===== src/rtl/keccak_pkg.sv =====
// ----------------------------------------------------------------------------
// keccak_pkg
// Shared definitions for the slice-serial Keccak theta datapath.
//   SLICE_W   : bits per slice (5x5 plane, bit index 5*y + x)
//   NCOL      : number of columns (x) in a slice
//   state_t   : lane sequencing states of theta_lane_engine
//   bit_idx   : position of (x, y) inside a slice
//   theta_mix : applies theta to one slice given its own column parity and
//               the column parity of the preceding slice
// ----------------------------------------------------------------------------
package keccak_pkg;

   localparam int SLICE_W = 25;
   localparam int NCOL    = 5;

   typedef enum logic [1:0] {
      S_FIRST,
      S_STREAM,
      S_FLUSH
   } state_t;

   function automatic int bit_idx(input int x, input int y);
      return NCOL * y + x;
   endfunction

   // D[x] = C[x-1][z] ^ C[x+1][z-1]; a bypassed lane forces D to zero.
   function automatic logic [SLICE_W-1:0] theta_mix(
      input logic [SLICE_W-1:0] slice,
      input logic [NCOL-1:0]    c_cur,
      input logic [NCOL-1:0]    c_prev,
      input logic               byp
   );
      logic [NCOL-1:0]    d;
      logic [SLICE_W-1:0] r;
      d = '0;
      r = slice;
      for (int x = 0; x < NCOL; x++) begin
         d[3'(x)] = byp ? 1'b0 : (c_cur[3'((x + 4) % NCOL)] ^ c_prev[3'((x + 1) % NCOL)]);
      end
      for (int y = 0; y < NCOL; y++) begin
         for (int x = 0; x < NCOL; x++) begin
            r[5'(bit_idx(x, y))] = slice[5'(bit_idx(x, y))] ^ d[3'(x)];
         end
      end
      return r;
   endfunction

endpackage


===== src/rtl/slice_parity.sv =====
// ----------------------------------------------------------------------------
// slice_parity
// Column parity of one 25-bit slice: par_o[x] = XOR over y of bit(5*y + x).
// Ports:
//   slice_i : input slice
//   par_o   : 5-bit column parity vector C[.]
// ----------------------------------------------------------------------------
module slice_parity
   import keccak_pkg::*;
(
   input  logic [SLICE_W-1:0] slice_i,
   output logic [NCOL-1:0]    par_o
);

   always_comb begin
      // NOTE: par_o gets a full default before the loop so no path leaves it
      // unassigned, which would otherwise infer a latch.
      par_o = '0;
      for (int x = 0; x < NCOL; x++) begin
         for (int y = 0; y < NCOL; y++) begin
            par_o[3'(x)] = par_o[3'(x)] ^ slice_i[5'(bit_idx(x, y))];
         end
      end
   end

endmodule


===== src/rtl/theta_lane_engine.sv =====
// ----------------------------------------------------------------------------
// theta_lane_engine
// Slice-serial Keccak theta step. Slices of one lane arrive in order
// z = 0..LANE_W-1 and leave theta-mixed in order z = 1..LANE_W-1, then 0.
// Slice 0 is held back because its mix needs the parity of slice LANE_W-1.
// A lane whose slice 0 arrives with bypass set passes through unmodified.
// Ports:
//   clk, rst    : clock (rising edge), asynchronous active-low reset
//   clr         : synchronous abort of the current lane
//   bypass      : lane bypass, sampled with slice 0
//   in_valid    : input slice valid
//   in_ready    : engine accepts an input slice
//   in_slice    : input slice, bit 5*y + x
//   out_valid   : output slice valid
//   out_ready   : downstream accepts the output slice
//   out_slice   : theta-mixed slice
//   out_z       : slice index of out_slice
//   out_last    : final beat of the lane (slice 0)
//   busy        : lane in progress or output pending
// ----------------------------------------------------------------------------
module theta_lane_engine
   import keccak_pkg::*;
#(
   parameter  int LANE_W = 64,
   localparam int ZW     = (LANE_W > 1) ? $clog2(LANE_W) : 1
) (
   input  logic               clk,
   input  logic               rst,
   input  logic               clr,
   input  logic               bypass,
   input  logic               in_valid,
   output logic               in_ready,
   input  logic [SLICE_W-1:0] in_slice,
   output logic               out_valid,
   input  logic               out_ready,
   output logic [SLICE_W-1:0] out_slice,
   output logic [ZW-1:0]      out_z,
   output logic               out_last,
   output logic               busy
);

   localparam logic [ZW-1:0] LAST_Z = ZW'(LANE_W - 1);

   state_t             state_q;
   logic [ZW-1:0]      z_cnt_q;
   logic [NCOL-1:0]    prev_par_q;
   logic [NCOL-1:0]    first_par_q;
   logic [SLICE_W-1:0] first_reg_q;
   logic               lane_byp_q;
   logic               out_valid_q;
   logic [SLICE_W-1:0] out_slice_q;
   logic [ZW-1:0]      out_z_q;
   logic               out_last_q;

   logic [NCOL-1:0]    in_par;
   logic [NCOL-1:0]    fr_par;
   logic [NCOL-1:0]    flush_prev;
   logic [SLICE_W-1:0] stream_mix;
   logic [SLICE_W-1:0] flush_mix;
   logic               out_free;
   logic               accept;

   slice_parity u_in_par (
      .slice_i (in_slice),
      .par_o   (in_par)
   );

   slice_parity u_first_par (
      .slice_i (first_reg_q),
      .par_o   (fr_par)
   );

   // A one-slice lane wraps onto itself: slice 0 is its own predecessor.
   assign flush_prev = (LANE_W == 1) ? fr_par : prev_par_q;

   assign stream_mix = theta_mix(in_slice, in_par, prev_par_q, lane_byp_q);
   assign flush_mix  = theta_mix(first_reg_q, first_par_q, flush_prev, lane_byp_q);

   // Single output register with no skid buffer: it is free when empty or
   // draining in this same cycle.
   assign out_free = !out_valid_q || out_ready;
   assign in_ready = (state_q != S_FLUSH) && out_free;
   assign accept   = in_valid && in_ready;

   // NOTE: every register here is updated with non-blocking assignments so
   // all next-state values are computed from the pre-edge state.
   always_ff @(posedge clk or negedge rst) begin
      if (!rst) begin
         state_q     <= S_FIRST;
         z_cnt_q     <= '0;
         prev_par_q  <= '0;
         first_par_q <= '0;
         first_reg_q <= '0;
         lane_byp_q  <= 1'b0;
         out_valid_q <= 1'b0;
         out_slice_q <= '0;
         out_z_q     <= '0;
         out_last_q  <= 1'b0;
      end else if (clr) begin
         // Abort wins over any handshake in the same cycle.
         state_q     <= S_FIRST;
         z_cnt_q     <= '0;
         out_valid_q <= 1'b0;
      end else begin
         if (out_valid_q && out_ready) begin
            out_valid_q <= 1'b0;
         end
         case (state_q)
            S_FIRST: begin
               if (accept) begin
                  first_reg_q <= in_slice;
                  first_par_q <= in_par;
                  prev_par_q  <= in_par;
                  lane_byp_q  <= bypass;
                  z_cnt_q     <= ZW'(1);
                  state_q     <= (LANE_W == 1) ? S_FLUSH : S_STREAM;
               end
            end
            S_STREAM: begin
               if (accept) begin
                  out_slice_q <= stream_mix;
                  out_z_q     <= z_cnt_q;
                  out_last_q  <= 1'b0;
                  out_valid_q <= 1'b1;
                  prev_par_q  <= in_par;
                  if (z_cnt_q == LAST_Z) begin
                     z_cnt_q <= '0;
                     state_q <= S_FLUSH;
                  end else begin
                     z_cnt_q <= z_cnt_q + ZW'(1);
                  end
               end
            end
            S_FLUSH: begin
               if (out_free) begin
                  out_slice_q <= flush_mix;
                  out_z_q     <= '0;
                  out_last_q  <= 1'b1;
                  out_valid_q <= 1'b1;
                  z_cnt_q     <= '0;
                  state_q     <= S_FIRST;
               end
            end
            default: begin
               state_q <= S_FIRST;
            end
         endcase
      end
   end

   assign out_valid = out_valid_q;
   assign out_slice = out_slice_q;
   assign out_z     = out_z_q;
   assign out_last  = out_last_q;
   assign busy      = (state_q != S_FIRST) || out_valid_q;

endmodule


===== config.mk =====
export PLATFORM = sky130hd
export DESIGN_NAME = theta_lane_engine
export DESIGN_NICKNAME = d
export VERILOG_FILES = /design/src/rtl/keccak_pkg.sv /design/src/rtl/slice_parity.sv /design/src/rtl/theta_lane_engine.sv
export SDC_FILE = /design/constraint.sdc
export NUM_CORES = 1
export LEC_CHECK = 0
export ABC_AREA = 1
export CAP_MARGIN = 15
export CORE_UTILIZATION = 40
export CTS_CLUSTER_DIAMETER = 80
export DETAILED_ROUTE_END_ITERATION = 12
export PLACE_DENSITY = 0.74
export SLEW_MARGIN = 30
export SYNTH_ARGS = -nofsm -noshare
export SYNTH_HDL_FRONTEND = slang
export SYNTH_SLANG_ARGS = --single-unit

===== constraint.sdc =====
create_clock -name clk -period 1.8 [get_ports clk]
set_input_delay 0.27 -clock clk [delete_from_list [all_inputs] [get_ports clk]]
set_output_delay 0.27 -clock clk [all_outputs]
set_load 0.01 [all_outputs]

==> out/qor.csv <==
metric;value;unit
overflow;0;
antenna_cells;0;
slew_headroom;0.6257;
first_pass_iters;5;
vdd_drop_max;622.0;µV
synth_area_leaders;dfrtp_1 (51%), nand2_1 (15%), o21ai_0 (7.7%), o21ai_2 (6.9%), inv_1 (4.4%);
p_per_area;1548;nW/µm²
clock-sinks;60;
fin_nets;448;
hold_violations;0;
seqCellArea;1501;µm²
cp_max_fo;26;
arrival;1.92;ns
cts_buffers;9;
n_fill_cell;643;
start_util;0.4228;
grt_usage;0.1673;
multi_input_area;1185;µm²
clk_pin_slew;0.07;ns
fin_crit_sh;0.9431;
drtIter0Drc;82;
clock_skew;0.006325;ns
clockBufferDepth;2;
syn_inst;345;
run_status;finished, final reports clean;
worstSetupEndpointType;register;
p_total;0.006006;W
synth.cell_area;2920;µm²
hpwl;4056;µm
setup_tns;0;ns
yosys_warnings;0;
dieArea;7647;µm²
crit_type;register to register;
grt_max_degree;45;
slew_viol_final;0;
ys_seq_elements;60;
synth_top_cell_area_share;0.5141;
postRouteWirelength;5835;µm
cts_tree;done;
worstSetupStartpointType;register;
rsz0062_at_grt;false;
ios;66;
drc_errors;0;
dieWidth;87.45;µm
via_count;2388;
cts_setup_buffers;0;
fmax;0.5891;GHz
drive_gt1_frac;0.1463;
netlist.top_cell.by_area;dfrtp_1;
leakagePower;1.924;nW
grt_pass1_wl;9687;µm
via_per_inst;4.655;
ys_types;25;
finalSetupViolations;0;
coreArea;6907;µm²
grt_pass1_vias;2244;
min_period;1.698;ns
clock-root-buffer;clkbuf_8;
drtAntennaViolNets;0;
cp.required;2.02;ns
antenna_found_initial;0;
ys_seq_area_frac;0.5141;
die_h;87.45;µm
syn_to_final_growth;32.86;%
io_buffers;58;
syn_area_per_cell;8.465;µm²
htree_levels;3;
hold_path_class;primary input to asynchronous set/reset pin;
maxCapViolations;0;
row_count;30;
gp_congestion;0.7513;
worstMarginPinSlew;0.5615;ns
insertion_delay;0.34;ns
wl_per_cell;11.37;µm
area by class of cell:
class	instances	share of cell area
Clock inverter	4	0.01225
Multi-Input combinational cell	235	0.3054
Clock buffer	12	0.03999
Inverter	35	0.03450
Tap cell	96	0.03096
Sequential cell	60	0.3870
Timing Repair Buffer	71	0.1899
final timing paths:
check | cells past startpoint | slack [ns] | startpoint | to
setup reg to reg | 10 | 0.10 | state_q[0] | out_slice[15]
setup / recovery | 10 | 0.10 | state_q[0] | out_slice[15]
min in group clk | 2 | 0.47 | out_z[2] | out_z[2]
hold / removal | 2 | 0.46 | rst | z_cnt_q[5]
max in group asynchronous | 3 | 0.83 | rst | first_reg_q[24]
hold reg to reg | 2 | 0.47 | out_z[2] | out_z[2]
power breakdown:
part	leakage, nW	switching, W	total [W]	internal, W
clock network	0.102	0.000518	0.00123	0.000710
logic	1.05	0.00141	0.00263	0.00122
registers	0.768	0.000275	0.00215	0.00187
total	1.92	0.00220	0.00601	0.00380
worst max-delay path, stage by stage, from the launching register on:
cell and delay (ns):
dfrtp_1 0.39, inv_2 0.06, ha_1 0.22, buf_4 0.16
inv_4 0.07, nand3_4 0.10, a21oi_4 0.18, nand2_4 0.09
buf_12 0.17, nand2_1 0.09, o21ai_2 0.05
flip-flops by register name (all words and copies together) (netlist names):
register and cells:
out_slice 22, out_last 1, z_cnt_q 6, out_valid 1
out_z 6, state_q 2, first_reg_q 22
layout by cell type (no fill, tap or decap), types with 2 or more instances in the layout:
cell type,instances
o21ai_0,45
clkbuf_8,11
dfrtp_1,60
nand2_1,119
conb_1,3
ha_1,5
nor2_2,2
o21ai_2,23
clkinv_2,2
nand3_1,13
nor2_1,13
clkdlybuf4s50_1,55
nand2_2,2
inv_1,33
buf_12,5
buf_4,7
metal layers:
metal / track usage / vias up / share of wire / wire (µm)
met4: 0.07601 / 0 / 0.014 / 79
met3: 0.05687 / 9 / 0.048 / 279
met1: 0.1931 / 1101 / 0.45 / 2654
li1: - / 1217 / - / -
met5: 0 / - / 0 / 0
met2: 0.2805 / 61 / 0.48 / 2822
through the flow:
step	std cells	setup slack [ns]	util	instance area, µm²	hold WS (ns)
after floorplan	347	0.2165	-	2928	-0.02559
after global placement	496	-0.06334	0.5301	3661	0.2859
after detailed placement	496	-0.05554	0.5301	3661	0.2929
after CTS	513	0.04933	0.5609	3874	0.4578
after global routing	513	0.02005	0.5618	3880	0.4956
final	513	0.1025	0.5618	3880	0.4583
kinds of logic after synthesis:
| kind of cell | share of synthesized area |
|---|---|
| simple gates | 0.2159 |
| fa+ha+maj | 0.02142 |
| flops | 0.5141 |
| buf+inv | 0.08526 |
| compound gates | 0.1590 |
| xor+xnor | 0.003000 |
| other cells | 0.001284 |
cell usage after synthesis:
master    count
nand2_1     120
dfrtp_1      60
o21ai_0      45
inv_1        34
o21ai_2      23
nor2_1       15
nand3_1      13
clkbuf_1      7
buf_6         5
ha_1          5
buf_4         3
buf_2         2
a21oi_4       1
conb_1        1
inv_4         1
nand2_2       1
nand2_4       1
nand3_2       1
nand3_4       1
nand4_1       1
nor3b_1       1
o21a_1        1
o21bai_1      1
o22ai_1       1
xor2_1        1
what timing repair did:
action | 4_1_cts | 5_1_grt
setup endpoints to repair | 2 | 5
gates resized for setup | 3 | 4
hold endpoints to repair | 20 | 0
cloned | 0 | 0
hold buffers | 1 | 0
(Power assumes the default switching activity.)
